### src/rtl/clint_if.sv
`default_nettype none
// clint_if: request/response bus plus interrupt and trace levels of clint_timer (rev 1.0).
interface clint_if;
  logic        req_valid_i;
  logic        req_ready_o;
  logic        req_we_i;
  logic [63:0] req_addr_i;
  logic [63:0] req_wdata_i;
  logic [7:0]  req_wstrb_i;
  logic        rsp_valid_o;
  logic        rsp_ready_i;
  logic [63:0] rsp_rdata_o;
  logic        rsp_err_o;
  logic        mtip_o;
  logic        msip_o;
  logic [63:0] mtime_o;

  modport master (
    output req_valid_i, req_we_i, req_addr_i, req_wdata_i, req_wstrb_i, rsp_ready_i,
    input  req_ready_o, rsp_valid_o, rsp_rdata_o, rsp_err_o, mtip_o, msip_o, mtime_o
  );

  modport slave (
    input  req_valid_i, req_we_i, req_addr_i, req_wdata_i, req_wstrb_i, rsp_ready_i,
    output req_ready_o, rsp_valid_o, rsp_rdata_o, rsp_err_o, mtip_o, msip_o, mtime_o
  );
endinterface
`default_nettype wire

### src/rtl/clint_timer.sv
`default_nettype none
// clint_timer: memory-mapped mtime/mtimecmp/msip with prescaled tick and registered
// interrupt levels behind a single-outstanding valid/ready port (rev 1.0).
module clint_timer #(
  parameter logic [63:0] BASE_ADDR = 64'h0000_0000_0200_0000,
  parameter int unsigned TICK_DIV  = 1
) (
  input  logic   clk,
  input  logic   rst,
  clint_if.slave bus
);
  localparam logic [15:0] OFF_MSIP     = 16'h0000;
  localparam logic [15:0] OFF_MTIMECMP = 16'h4000;
  localparam logic [15:0] OFF_MTIME    = 16'hBFF8;
  localparam logic [15:0] PRE_LAST     = 16'(TICK_DIV - 1);

  typedef enum logic [0:0] {
    IDLE = 1'b0,
    RESP = 1'b1
  } state_t;

  state_t      state, state_nxt;
  logic        accept, req_ready, rsp_valid;
  logic [15:0] pre;
  logic        tick;
  logic [63:0] mtime, mtimecmp, mtime_inc, mtime_nxt, mtimecmp_nxt;
  logic        msip, msip_nxt;
  logic [63:0] rsp_rdata, rdata_nxt;
  logic        rsp_err;
  logic        mtip_q, msip_q;
  logic [63:0] offset, wmask;
  logic        in_window, aligned, sel_msip, sel_cmp, sel_mtime, addr_ok, wr;

  // Window check is done on the offset so a BASE_ADDR near the top of memory cannot overflow.
  always_comb begin
    offset    = bus.req_addr_i - BASE_ADDR;
    in_window = (bus.req_addr_i >= BASE_ADDR) && (offset[63:16] == 48'd0);
    aligned   = (bus.req_addr_i[2:0] == 3'b000);
    sel_msip  = in_window && aligned && (offset[15:0] == OFF_MSIP);
    sel_cmp   = in_window && aligned && (offset[15:0] == OFF_MTIMECMP);
    sel_mtime = in_window && aligned && (offset[15:0] == OFF_MTIME);
    addr_ok   = sel_msip || sel_cmp || sel_mtime;
  end

  always_comb begin
    wmask = '0;
    for (int i = 0; i < 8; i++) begin
      wmask[8*i +: 8] = {8{bus.req_wstrb_i[i]}};
    end
  end

  always_ff @(posedge clk or posedge rst) begin
    if (rst) state <= IDLE;
    else     state <= state_nxt;
  end

  always_comb begin
    state_nxt = state;
    req_ready = 1'b0;
    rsp_valid = 1'b0;
    accept    = 1'b0;
    case (state)
      IDLE: begin
        req_ready = 1'b1;
        if (bus.req_valid_i) begin
          accept    = 1'b1;
          state_nxt = RESP;
        end
      end
      RESP: begin
        rsp_valid = 1'b1;
        if (bus.rsp_ready_i) state_nxt = IDLE;
      end
      default: state_nxt = IDLE;
    endcase
  end

  // A same-edge write overrides only its strobed bytes; the rest keep the ticked value.
  always_comb begin
    tick         = (pre == PRE_LAST);
    mtime_inc    = mtime + {63'd0, tick};
    wr           = accept && bus.req_we_i;
    mtime_nxt    = (wr && sel_mtime) ? ((bus.req_wdata_i & wmask) | (mtime_inc & ~wmask))
                                     : mtime_inc;
    mtimecmp_nxt = (wr && sel_cmp) ? ((bus.req_wdata_i & wmask) | (mtimecmp & ~wmask))
                                   : mtimecmp;
    msip_nxt     = (wr && sel_msip && bus.req_wstrb_i[0]) ? bus.req_wdata_i[0] : msip;
  end

  always_comb begin
    rdata_nxt = '0;
    if (!bus.req_we_i) begin
      if (sel_msip)       rdata_nxt = {63'd0, msip};
      else if (sel_cmp)   rdata_nxt = mtimecmp;
      else if (sel_mtime) rdata_nxt = mtime;
    end
  end

  always_ff @(posedge clk or posedge rst) begin
    if (rst) begin
      pre       <= '0;
      mtime     <= '0;
      mtimecmp  <= '1;
      msip      <= 1'b0;
      rsp_rdata <= '0;
      rsp_err   <= 1'b0;
      mtip_q    <= 1'b0;
      msip_q    <= 1'b0;
    end else begin
      pre      <= tick ? 16'd0 : pre + 16'd1;
      mtime    <= mtime_nxt;
      mtimecmp <= mtimecmp_nxt;
      msip     <= msip_nxt;
      mtip_q   <= (mtime >= mtimecmp);
      msip_q   <= msip;
      if (accept) begin
        rsp_rdata <= rdata_nxt;
        rsp_err   <= !addr_ok;
      end
    end
  end

  assign bus.req_ready_o = req_ready;
  assign bus.rsp_valid_o = rsp_valid;
  assign bus.rsp_rdata_o = rsp_rdata;
  assign bus.rsp_err_o   = rsp_err;
  assign bus.mtip_o      = mtip_q;
  assign bus.msip_o      = msip_q;
  assign bus.mtime_o     = mtime;
endmodule
`default_nettype wire

### src/flat_wrapper.sv
// flat-port wrapper written by rule: the top's interface ports become plain ports
module clint_timer_flat 
#(
  parameter logic [63:0] BASE_ADDR = 64'h0000_0000_0200_0000,
  parameter int unsigned TICK_DIV  = 1
)
  (clk, rst, bus_req_valid_i, bus_req_we_i, bus_req_addr_i, bus_req_wdata_i, bus_req_wstrb_i, bus_rsp_ready_i, bus_req_ready_o, bus_rsp_valid_o, bus_rsp_rdata_o, bus_rsp_err_o, bus_mtip_o, bus_msip_o, bus_mtime_o);
  clint_if bus_i ();
  input  logic clk;
  input  logic rst;
  input wire logic [$bits(bus_i.req_valid_i)-1:0] bus_req_valid_i;
  input wire logic [$bits(bus_i.req_we_i)-1:0] bus_req_we_i;
  input wire logic [$bits(bus_i.req_addr_i)-1:0] bus_req_addr_i;
  input wire logic [$bits(bus_i.req_wdata_i)-1:0] bus_req_wdata_i;
  input wire logic [$bits(bus_i.req_wstrb_i)-1:0] bus_req_wstrb_i;
  input wire logic [$bits(bus_i.rsp_ready_i)-1:0] bus_rsp_ready_i;
  output wire logic [$bits(bus_i.req_ready_o)-1:0] bus_req_ready_o;
  output wire logic [$bits(bus_i.rsp_valid_o)-1:0] bus_rsp_valid_o;
  output wire logic [$bits(bus_i.rsp_rdata_o)-1:0] bus_rsp_rdata_o;
  output wire logic [$bits(bus_i.rsp_err_o)-1:0] bus_rsp_err_o;
  output wire logic [$bits(bus_i.mtip_o)-1:0] bus_mtip_o;
  output wire logic [$bits(bus_i.msip_o)-1:0] bus_msip_o;
  output wire logic [$bits(bus_i.mtime_o)-1:0] bus_mtime_o;
  assign bus_i.req_valid_i = bus_req_valid_i;
  assign bus_i.req_we_i = bus_req_we_i;
  assign bus_i.req_addr_i = bus_req_addr_i;
  assign bus_i.req_wdata_i = bus_req_wdata_i;
  assign bus_i.req_wstrb_i = bus_req_wstrb_i;
  assign bus_i.rsp_ready_i = bus_rsp_ready_i;
  assign bus_req_ready_o = bus_i.req_ready_o;
  assign bus_rsp_valid_o = bus_i.rsp_valid_o;
  assign bus_rsp_rdata_o = bus_i.rsp_rdata_o;
  assign bus_rsp_err_o = bus_i.rsp_err_o;
  assign bus_mtip_o = bus_i.mtip_o;
  assign bus_msip_o = bus_i.msip_o;
  assign bus_mtime_o = bus_i.mtime_o;
  clint_timer #(.BASE_ADDR(BASE_ADDR), .TICK_DIV(TICK_DIV)) u_core (.clk(clk), .rst(rst), .bus(bus_i));
endmodule
### config.mk
export PLATFORM = sky130hd
export DESIGN_NAME = clint_timer_flat
export DESIGN_NICKNAME = d
export VERILOG_FILES = /design/src/rtl/clint_if.sv /design/src/rtl/clint_timer.sv /design/src/flat_wrapper.sv
export SDC_FILE = /design/constraint.sdc
export NUM_CORES = 1
export LEC_CHECK = 0
export BUFFER_PORTS_ARGS = -buffer_cell sky130_fd_sc_hd__buf_2
export CAP_MARGIN = 25
export CORE_MARGIN = 2
export CORE_UTILIZATION = 44
export DETAILED_ROUTE_END_ITERATION = 8
export GPL_ROUTABILITY_DRIVEN = 0
export PLACE_DENSITY = 0.69
export SYNTH_ARGS = -nofsm -noshare
export SYNTH_HDL_FRONTEND = slang
export SYNTH_SLANG_ARGS = --single-unit
### constraint.sdc
create_clock -name clk -period 19.6 [get_ports clk]
set_input_delay 2.94 -clock clk [delete_from_list [all_inputs] [get_ports clk]]
set_output_delay 2.94 -clock clk [all_outputs]
set_load 0.02 [all_outputs]
# Word-level counts from Yosys, hierarchy flattened
# Index checks and enable logic that the tools add are counted.
[classes]
n_addsub = 3
order_cmp = 2
eq_ne = 2
n_mux = 12
n_bitwise = 7
reduce_logical = 17
[ops]
columns = ["operator", "count"]
rows = [
  ["$mux 64", 5],
  ["$and 64x64->64", 3],
  ["$or 64x64->64", 2],
  ["$add 64x1->64", 1],
  ["$ge 64x26->1 const B", 1],
  ["$ge 64x64->1", 1],
  ["$not 64->64", 1],
  ["$sub 64x26->64 const B", 1],
  ["$logic_not 48->1", 1],
  ["$logic_not 16->1", 2],
  ["$add 16x1->16 const B", 1],
  ["$eq 16x15->1 const B", 1],
  ["$eq 16x16->1 const B", 1],
  ["$mux 16", 1],
  ["$logic_and 1x1->1", 10],
  ["$mux 1", 5],
  ["$logic_not 3->1", 1],
  ["$logic_or 1x1->1", 2],
  ["$pmux 1 s2", 1],
  ["$logic_not 1->1", 1],
  ["$not 1->1", 1],
]
[totals]
reg_bits = 213
in_bits = 141
out_inout_bits = 133
elab_cells = 52

# Depth between registers and ports, before layout
# Gate-level depths: netlist of run 1.
[depth]
ltp_word = 9
depth_mapped = 13
depth_no_buf = 13

# Worst setup path after synthesis of run 1
# Ideal clock, no wire load.
[synth_path]
kind = "input to register"
startpoint = "in bus_req_addr_i[25]"
endpoint = "reg u_core.mtime[10] (netlist: u_core.bus.mtime_o[10])"
setup_ns = 0.125
arrival_time_ns = 5.431
required_time_ns = 19.475
path_slack_ns = 14.044
path_stages = 12
n_path_buf = 3
path_cell_list = "inv_1 > ha_1 > or4b_1 > clkbuf_1 > nor4b_1 > xnor2_1 > nand4_1 > nor4b_2 > buf_4 > buf_6 > nand4_4 > mux2_2"
[synth_between]
elab_chain_cells = 7
elab_cells_between_ends = 8
cone_classes = "add/sub: 1; order compare: 1; mux: 1; reduce/logical: 5"
[synth_lines]
columns = ["element", "line_no", "source"]
rows = [
  ["start: declaration", "flat_wrapper.sv:13", "input wire logic [$bits(bus_i.req_addr_i)-1:0] bus_req_addr_i;"],
  ["$sub 64x26->64", "clint_timer.sv:36", "offset = bus.req_addr_i - BASE_ADDR;"],
  ["$logic_not 48->1", "clint_timer.sv:37", "in_window = (bus.req_addr_i >= BASE_ADDR) && (offset[63:16] == 48'd0);"],
  ["$logic_and 1x1->1 *", "clint_timer.sv:37", ""],
  ["$logic_and 1x1->1 * (2 in a row)", "clint_timer.sv:41", "sel_mtime = in_window && aligned && (offset[15:0] == OFF_MTIME);"],
  ["$logic_and 1x1->1 *", "clint_timer.sv:83", "mtime_nxt = (wr && sel_mtime) ? ((bus.req_wdata_i & wmask) | (mtime_inc & ~wmask))"],
  ["$mux 64 *", "clint_timer.sv:83", ""],
  ["net u_core.mtime_nxt[10]", "clint_timer.sv:26", "logic [63:0] mtime, mtimecmp, mtime_inc, mtime_nxt, mtimecmp_nxt;"],
  ["end signal: assignment", "clint_timer.sv:111", "mtime <= mtime_nxt;"],
  ["end: declaration", "clint_timer.sv:26", ""],
]
# The timed path passes the listed nets; every way through them passes the cells marked *.
# A chain may end at the register's enable or synchronous reset.

# Worst setup path in the final report of run 1
[layout_path]
startpoint = "in bus_req_addr_i[36]"
endpoint = "reg u_core.rsp_rdata[20] (netlist: u_core.bus.rsp_rdata_o[20])"
[layout_between]
elab_chain_cells = 9
elab_cells_between_ends = 12
cone_classes = "add/sub: 1; order compare: 1; mux: 4; reduce/logical: 6"
[layout_lines]
columns = ["element", "line_no", "source"]
rows = [
  ["$sub 64x26->64", "clint_timer.sv:36", ""],
  ["$logic_not 48->1", "clint_timer.sv:37", ""],
  ["$logic_and 1x1->1 *", "clint_timer.sv:37", ""],
  ["$logic_and 1x1->1 *", "clint_timer.sv:39, clint_timer.sv:40, clint_timer.sv:41", ""],
  ["$logic_and 1x1->1", "clint_timer.sv:41", ""],
  ["$mux 64", "clint_timer.sv:95", "else if (sel_mtime) rdata_nxt = mtime;"],
  ["$mux 64", "clint_timer.sv:94", "else if (sel_cmp) rdata_nxt = mtimecmp;"],
  ["$mux 64 *", "clint_timer.sv:93", "if (sel_msip) rdata_nxt = {63'd0, msip};"],
  ["$mux 64 *", "clint_timer.sv:92", "if (!bus.req_we_i) begin"],
  ["end signal: assignment", "clint_timer.sv:117", "rsp_rdata <= rdata_nxt;"],
  ["end: declaration", "clint_timer.sv:28", "logic [63:0] rsp_rdata, rdata_nxt;"],
]
# Mark *: on every way between the ends. The rest lies on a longest branch, timed or not.

==> qor.txt, run 1 <==
Status = finished, final reports clean
Antenna-violating nets left = 0
Detailed Route WL = 35.28 mm
CP endpoint kind = register
Worst-Margin Slew = 1078 ps
Worst setup SP type = input pin
DPL Wire Length = 25.41 mm
Area Overhead vs Synth = 20.72%
Design area = 15,470 µm²
Initial antenna violation count = 7
Initial Utilization = 0.4465
Wire per inst = 18.98 µm
Path category of the worst min-delay check = register to register
Final Hold Viols = 0
Hold_buf cts = 0
Synth top cells by count = 149 x dfrtp_1, 115 x mux2_2, 105 x nand2_1
Achievable frequency = 0.1678 GHz
Final Max Tran Viols = 0
Crit path required time = 20,010 ps
Die footprint = 30,510 µm²
Largest net degree at the start of global routing = 142
Synth cell types = 62
GRT Util Overall = 0.2276
Top Ports = 274
Die W = 174.7 µm
Adder-Cell Fraction of Synth Area = 0.06736
Met1 Usage GRT = 0.3026
P per Cell Area = 63.96 nW/µm²
Total CTS buffers = 24
Worst Skew = 11.72 ps
DRC viols = 0
Global-route wire length before repair = 56.09 mm
Worst min-delay path startpoint = u_core.msip
TritonRoute pass-1 iters = 5
Met2 Use GR = 0.3906
Maximum fanout along the worst path = 29
Cell count after synthesis = 1,188
Post-CTS Setup Bufs = 0
Xor and xnor area share after synthesis = 0.05526
Final core occ = 0.5390
Setup tns final = 0 ps
Initial DRC Count = 599
Minimum clock period = 5959 ps
Yosys top cell area share = 0.2909
Row count = 62
Number of enable flip-flop cells after synthesis = 0
Synthesized Nets = 1,398
Top FF cell, synth = dfrtp_1
Most instantiated library cell after synthesis = dfrtp_1
R2R Path Start = u_core.pre[0]
Multiplexer area fraction after synthesis = 0.1120
Flop2flop setup slack = 15,210 ps
Unrepaired setup endpoints after global routing = false
Gr ovfl total = 0
Synth Area in Simple Gates = 0.1607
Yosys top cell by area = dfrtp_1
Met3 usage = 0.03982
Largest family of logic cells by synthesized area = simple AND/OR/NAND/NOR gates
Slew HR = 0.2815
Core area = 28,700 µm²
Cells on Worst Hold Path = 0
Post-route setup slack = 13,640 ps
Reg2reg end = u_core.bus.mtime_o[56]
Max_cap viols = 0
CTS tree = built
Layout net count = 1,664
Ys Warns = 0
Sequential area share after synthesis = 0.4221
Reg clk slew, reported paths = 60 ps
Vias per cell = 5.549
Placed Area = 14,570 µm²
Share of cells above drive strength 1 = 0.4049
Maximum vdd ir drop = 60.03 µV
Crit path kind = input pin to register
R2R depth = 13
Compound-Gate Fraction of Synth Area = 0.1371
Die H = 174.7 µm
Max Root-Sink Buffers = 3
DR vias = 10.32k
Layout Cells excl Fill = 1,859
DP Worst Slack = 13,190 ps
P_leak = 7.387 nW
Post-synth ARST share = 1.000
Clock root cell = clkbuf_16
Clock Latency Late Sink = 530 ps
Port Buffers = 273
GR peak layer = met2
Avg Cell Area, Syn = 10.79 µm²
Mapped Area = 12,820 µm²
H-tree depth = 1
Final setup viols = 0
Top cells by area, synth = dfrtp_1 29%, dfstp_2 13%, mux2_2 10%
Tcrit/Tclk final = 0.3040
Clock sinks = 213
Vias in the first global route = 10.34k
Hold Crit Endpoint = u_core.bus.msip_o
Worst path arrival time = 6360 ps
Placed cell count = 1,811
Number of gates resized after CTS = 0
Seq cells post-synth = 213
[power by group]
group / leakage, nW / internal, mW / switching, mW
Clock: 0.426 / 0.307 / 0.186
Combinational: 4.28 / 0.0166 / 0.0391
Sequential: 2.68 / 0.441 / 0.000210
Total: 7.39 / 0.764 / 0.225
[worst max-delay path, stage by stage]
cell	delay [ps]
buf_2	120
nor4_2	470
nand4_1	380
o41ai_1	510
o2111ai_1	270
nor4b_4	310
buf_4	430
nand4b_1	190
buf_4	380
o31ai_1	340
[metal layers]
| layer | wire length [µm] | vias to the layer above |
|---|---|---|
| met5 | 55 | - |
| met4 | 697 | 8 |
| met3 | 2035 | 55 |
| met2 | 17240 | 316 |
| met1 | 15250 | 5044 |
| li1 | - | 4892 |
[layout make-up]
class / count / area (µm²)
well taps: 384 / 480.5
repair buffers: 284 / 1489
clock inverters: 13 / 200.2
multi-input cells: 842 / 6874
inverters: 89 / 341.6
diodes: 3 / 7.507
fillers: 2601 / 13230
clock buffers: 31 / 668.1
flip-flops and latches: 213 / 5410
[worst max path at each step]
stage                                             to  slack (ps)                from
final                     u_core.bus.rsp_rdata_o[20]       13640  bus_req_addr_i[36]
after global placement    u_core.bus.rsp_rdata_o[58]       13310  bus_req_addr_i[36]
after global routing       u_core.bus.rsp_rdata_o[0]       13440  bus_req_addr_i[25]
after CTS                  u_core.bus.rsp_rdata_o[0]       13720  bus_req_addr_i[25]
after floorplan                    u_core.bus.msip_o       10940                 rst
after detailed placement   u_core.bus.rsp_rdata_o[0]       13190  bus_req_addr_i[25]
[metrics by stage]
stage | power (mW) | hold WS [ps]
2_1_floorplan | 0.4732 | 369.2
3_3_place_gp | 0.5019 | 390.5
3_5_place_dp | 0.5039 | 388.1
4_1_cts | 0.9988 | 406.8
5_1_grt | 1.022 | 429.8
6_report | 0.9895 | 414.5
[logic make-up after synthesis]
family                   Yosys count
adder cells (fa/ha/maj)           69
AO/OA/AOI/OAI                    204
AND/OR/NAND/NOR                  360
multiplexers                     129
XOR/XNOR                          80
buffers and inverters            133
flip-flops                       213
[cells in the final DEF, fill, tap and decap left out, types with 9 or more instances in the layout]
master       n
clkbuf_16   25
nor3_1      22
a21oi_1     19
inv_1       88
xor2_1      40
buf_2      273
nor4_1      20
mux2_2     115
o31ai_2     59
buf_4        9
nand4_1     33
nand3_1     39
mux2i_1     14
dfstp_2     64
xnor2_1     39
ha_1        69
o21ai_0     16
a22oi_1     64
nor2_1      46
nand2_1    103
and3_1      28
dfrtp_1    149
Note: power is estimated with default switching activity, not from simulation.
==> inputs of run 2 (changes only) <==
- PLACE_DENSITY: 0.69 -> 0.71
- clock period: 19.6 -> 5.46 ns (I/O delays scaled with it)
==> qor.txt, run 2 (synthesized netlist as in run 1, its figures left out) <==
Cell chain of the critical path = buf_2 -> inv_1 -> ha_1 -> nor4b_2 -> nand2_1 -> o41ai_1 -> o2111ai_1 -> nor4b_4 -> buf_4 -> nand4_2 -> mux2_2
Clock Latency Late Sink = 520 ps (about the same)
Filler cell count = 2,624 (+0.88%)
P_leak = 7.393 nW (about the same)
H-tree depth = 1 (unchanged)
Area Overhead vs Synth = 20.82% (about the same)
Achievable frequency = 0.2535 GHz
Worst setup SP type = input pin
Gr ovfl total = 0 (unchanged)
Port Buffers = 273 (unchanged)
Initial antenna violation count = 8 (+1)
Setup tns final = 0 ps (unchanged)
Initial DRC Count = 657 (+9.7%)
Vias in the first global route = 10.55k (+2.0%)
Post-CTS Setup Bufs = 0 (unchanged)
Tcrit/Tclk final = 0.7225
Antenna-violating nets left = 0 (unchanged)
Clock sinks = 213 (unchanged)
DR vias = 10.38k (+0.59%)
Worst-Margin Slew = 1026 ps (-51.84 ps)
Layout net count = 1,669 (+0.30%)
Tot Pwr = 3.520 mW (+260%)
Critical-path top delay cell = nor4b_4
Core area = 28,700 µm² (unchanged)
Max Root-Sink Buffers = 3 (unchanged)
Reg clk slew, reported paths = 60 ps (about the same)
Worst path arrival time = 4340 ps (-2020 ps)
Largest net degree at the start of global routing = 124 (-13%)
Minimum clock period = 3945 ps
DPL Wire Length = 26.23 mm (+3.2%)
Hold_buf cts = 0 (unchanged)
Clock power frac = 0.493 (-0.005)
Initial Utilization = 0.4465 (unchanged)
Detailed Route WL = 35.67 mm (+1.1%)
CP max stage delay = 750 ps (+240 ps)
Row count = 62 (unchanged)
Top Ports = 274 (unchanged)
Flop pwr share = 0.450 (+0.004)
Slew HR = 0.3161 (+0.03456)
Worst Skew = 14.78 ps (+3.061 ps)
Share of cells above drive strength 1 = 0.4065 (+0.001613)
Crit path required time = 5860 ps (-14,150 ps)
Total CTS buffers = 25 (+4.2%)
GRT Util Overall = 0.2321 (+0.004492)
Max_cap viols = 0 (unchanged)
Unrepaired setup endpoints after global routing = false
Number of gates resized after CTS = 0 (unchanged)
Switching Fraction = 0.2330 (+0.005449)
Switching pwr = 0.8201 mW (+260%)
Status = finished, final reports clean
Vias per cell = 5.564 (+0.27%)
Clock root cell = clkbuf_16
Wire per inst = 19.13 µm (+0.79%)
Final Hold Viols = 0 (unchanged)
Die H = 174.7 µm (unchanged)
Maximum fanout along the worst path = 8 (-72%)
TritonRoute pass-1 iters = 4 (-1)
Final setup viols = 0 (unchanged)
Crit path kind = input pin to register
Die footprint = 30,510 µm² (unchanged)
Path category of the worst min-delay check = register to register
CTS tree = built
Global-route wire length before repair = 57.26 mm (+2.1%)
Most frequent cells in the layout = 273 x buf_2, 149 x dfrtp_1, 115 x mux2_2
Logic pwr share = 0.057 (about the same)
DRC viols = 0 (unchanged)
Die W = 174.7 µm (unchanged)
CP endpoint kind = register
Cell internal pwr = 2.700 mW (+250%)
P per Cell Area = 227.3 nW/µm² (+260%)
Commonest non-fill, non-tap cell in the layout = buf_2
Final Max Tran Viols = 0 (unchanged)
Maximum vdd ir drop = 196.5 µV (+230%)
[run 2: changes by cell type in the layout (fill, tap and decap cells not counted)]
cell	before	now
buf_12	0	2
buf_16	2	1
buf_4	9	12
bufinv_16	5	4
clkinv_2	5	6
clkinvlp_4	1	2
diode_2	3	5
inv_6	1	0
[run 2: area by class of cell]
class                           instances  area [µm²]  share of cell area
Inverter                               89       337.8             0.02182
Clock inverter                         13       177.7             0.01147
Clock buffer                           31       668.1             0.04315
Sequential cell                       213        5410              0.3494
Tap cell                              384       480.5             0.03103
Multi-Input combinational cell        842        6874              0.4439
Antenna cell                            5       12.51           0.0008080
Timing Repair Buffer                  288        1524             0.09842
[run 2: metal layers]
layer,wire (µm),GRT usage
met4,972,0.06528
met1,15640,0.3042
met3,1723,0.04003
met5,34,0
met2,17300,0.3956
[run 2: worst paths after layout]
kind | depth (start not counted) | slack, ps | endpoint | from
min | 0 | 390 | u_core.bus.msip_o | u_core.msip
min reg2reg | 0 | 390 | u_core.bus.msip_o | u_core.msip
max | 11 | 1520 | u_core.bus.mtime_o[28] | bus_req_addr_i[25]
max in group asynchronous | 3 | 3810 | u_core.bus.mtime_o[24] | rst
min in group asynchronous | 2 | 460 | u_core.bus.rsp_rdata_o[58] | rst
max reg2reg | 9 | 1720 | u_core.bus.mtip_o | register
[run 2: critical path, delay by kind of cell]
kind                     cells  cell delay [ps]
AND/OR/NAND/NOR              4             1760
buffers and inverters        3              480
multiplexers                 1              420
adder cells (fa/ha/maj)      1              210
AO/OA/AOI/OAI                2              640
[run 2: power by group through the flow]
stage	logic, mW	clock network, mW	registers [mW]
floorplan	0.0878	0	1.61
global placement	0.194	0	1.61
detailed placement	0.203	0	1.61
CTS	0.203	1.78	1.58
global route	0.219	1.83	1.58
finish	0.201	1.74	1.58
[run 2: stage by stage]
step	hold slack, ps	utilization	area (µm²)	worst slack (ps)	instances
2_1_floorplan	369.2	-	12820	1923	1188
3_3_place_gp	389.1	0.5079	14580	1150	1814
3_5_place_dp	390.6	0.5089	14610	1058	1815
4_1_cts	398.3	0.5384	15450	1602	1859
5_1_grt	399.5	0.5392	15480	1349	1862
6_report	395.0	0.5395	15480	1515	1865
==> inputs of run 3 (changes only) <==
- PLACE_DENSITY: 0.71 -> 0.69
- clock period: 5.46 -> 3.8 ns (I/O delays scaled with it)
==> qor.txt, run 3 (synthesized netlist as in run 1, its figures left out) <==
Status = finished, final reports clean
Top Ports = 274 (unchanged)
Worst path arrival time = 3860 ps (-480 ps)
Final setup viols = 0 (unchanged)
Worst Skew = 16.15 ps (+1.366 ps)
Minimum clock period = 3452 ps
Reg clk slew, reported paths = 60 ps (about the same)
Maximum fanout along the worst path = 7 (-1)
Die H = 174.7 µm (unchanged)
Die footprint = 30,510 µm² (unchanged)
Clock sinks = 213 (unchanged)
Core area = 28,700 µm² (unchanged)
Gr ovfl total = 0 (unchanged)
Max Root-Sink Buffers = 3 (unchanged)
DPL Wire Length = 26.22 mm (about the same)
Achievable frequency = 0.2896 GHz
CP top delay family = simple AND/OR/NAND/NOR gates
P_leak = 7.472 nW (+1.1%)
Path category of the worst min-delay check = input pin to async pin
Cell chain of the critical path = inv_1 -> ha_1 -> nor4b_1 -> and4_1 -> ha_1 -> ha_1 -> nand2_1 -> or2_2 -> nor3_1 -> buf_4 -> nand2_1 -> nor4_2 -> xnor2_1 -> mux2_2
Port Buffers = 273 (unchanged)
Max_cap viols = 0 (unchanged)
Share of cells above drive strength 1 = 0.4128 (+0.006248)
Crit path kind = register to register
DR vias = 10.43k (+0.56%)
TritonRoute pass-1 iters = 6 (+2)
Wire per inst = 18.91 µm (-1.1%)
CP endpoint kind = register
Worst-Margin Slew = 893.9 ps (-131.9 ps)
Initial antenna violation count = 6 (-2)
Crit path required time = 4210 ps (-1650 ps)
Maximum vdd ir drop = 287.2 µV (+46%)
Switching Fraction = 0.2319 (-0.001122)
Detailed Route WL = 35.47 mm (-0.56%)
Vias in the first global route = 10.37k (-1.8%)
Final Max Tran Viols = 0 (unchanged)
H-tree depth = 1 (unchanged)
Most frequent cells in the layout = 273 x buf_2, 149 x dfrtp_1, 115 x mux2_2
GRT Util Overall = 0.2298 (-0.002320)
Flop pwr share = 0.454 (+0.004)
Die W = 174.7 µm (unchanged)
Global-route wire length before repair = 56.52 mm (-1.3%)
Clock power frac = 0.488 (-0.005)
CTS tree = built
Vias per cell = 5.562 (about the same)
Buf+Inv Stages, Crit Path = 2 (-1)
Row count = 62 (unchanged)
Final Hold Viols = 0 (unchanged)
Worst setup SP type = register
Hold Slack = 141.4 ps (-253.6 ps)
Total CTS buffers = 25 (unchanged)
Commonest non-fill, non-tap cell in the layout = buf_2
Hold_buf cts = 0 (unchanged)
Layout net count = 1,682 (+0.78%)
Largest net degree at the start of global routing = 89 (-28%)
Tcrit/Tclk final = 0.9085
Unrepaired setup endpoints after global routing = false
DRC viols = 0 (unchanged)
Setup tns final = 0 ps (unchanged)
Clock Latency Late Sink = 530 ps (about the same)
Slew HR = 0.4019 (+0.08584)
Critical-path top delay cell = dfrtp_1
Clock root cell = clkbuf_16
Antenna-violating nets left = 0 (unchanged)
CP max stage delay = 440 ps (-310 ps)
Logic pwr share = 0.058 (about the same)
Switching pwr = 1.163 mW (+42%)
Initial Utilization = 0.4465 (unchanged)
Area Overhead vs Synth = 21.85%
P per Cell Area = 321.1 nW/µm² (+41%)
Initial DRC Count = 769 (+17%)
Cell repeated most along the worst path = ha_1
Cell internal pwr = 3.852 mW (+43%)
-- run 3: cell types whose count changed in the layout (fill, tap and decap cells not counted), moves of 2 or more --
cell      delta
buf_4        +9
buf_12       +5
diode_2      -3
clkbuf_8     +2
-- run 3: layout make-up --
class | instances | area (µm²)
fillers | 2595 | 13090
multi-input cells | 842 | 6880
flip-flops and latches | 213 | 5410
repair buffers | 301 | 1664
clock buffers | 33 | 695.7
well taps | 384 | 480.5
inverters | 89 | 337.8
clock inverters | 12 | 142.6
diodes | 2 | 5.005
-- run 3: routing by layer --
metal	up-vias	routed length, µm	GRT usage
met2	277	17010	0.3864
met3	64	1925	0.04134
met5	-	48	0
met1	5154	15740	0.3110
met4	8	738	0.04896
li1	4931	-	-
-- run 3: final timing paths --
| check | start | endpoint | slack, ps | depth (start not counted) |
|---|---|---|---|---|
| worst max-delay path | u_core.pre[0] | u_core.bus.mtime_o[46] | 350 | 14 |
| worst min-delay path | rst | u_core.bus.rsp_rdata_o[57] | 140 | 2 |
| worst max register to register | u_core.pre[0] | u_core.bus.mtime_o[46] | 350 | 14 |
| worst min register to register | u_core.msip | u_core.bus.msip_o | 410 | 0 |
| max in group asynchronous | rst | async pin | 2740 | 3 |
| min in group clk | bus_rsp_ready_i | u_core.state | 220 | 2 |
-- run 3: worst register-to-register path, stage by stage, from the launching register on --
cell	delay, ps
dfrtp_1	440
inv_1	80
ha_1	130
nor4b_1	210
and4_1	300
ha_1	200
ha_1	240
nand2_1	110
or2_2	380
nor3_1	200
buf_4	200
nand2_1	240
nor4_2	260
xnor2_1	90
mux2_2	260
-- run 3: per-stage QoR --
stage                     cell area [µm²]    util  cells  power (mW)  setup slack (ps)
after floorplan                     12820       -   1188       2.442             512.1
after global placement              14770  0.5145   1829       2.606             152.5
after detailed placement            14770  0.5145   1829       2.609             42.13
after CTS                           15610  0.5437   1874       5.068             289.1
after global routing                15610  0.5439   1874       5.181             36.42
final                               15620  0.5441   1876       5.015             347.5
-- run 3: power by group through the flow --
stage / sequential (mW) / clock (mW) / combinational, mW
final: 2.27 / 2.45 / 0.292
after global routing: 2.27 / 2.59 / 0.321
after CTS: 2.27 / 2.50 / 0.297
after detailed placement: 2.31 / 0 / 0.296
after global placement: 2.31 / 0 / 0.293
after floorplan: 2.32 / 0 / 0.126
-- run 3: timing repair --
item	in CTS	in global routing
resized for setup	0	1
setup endpoints to repair	0	1
buffers inserted	0	0
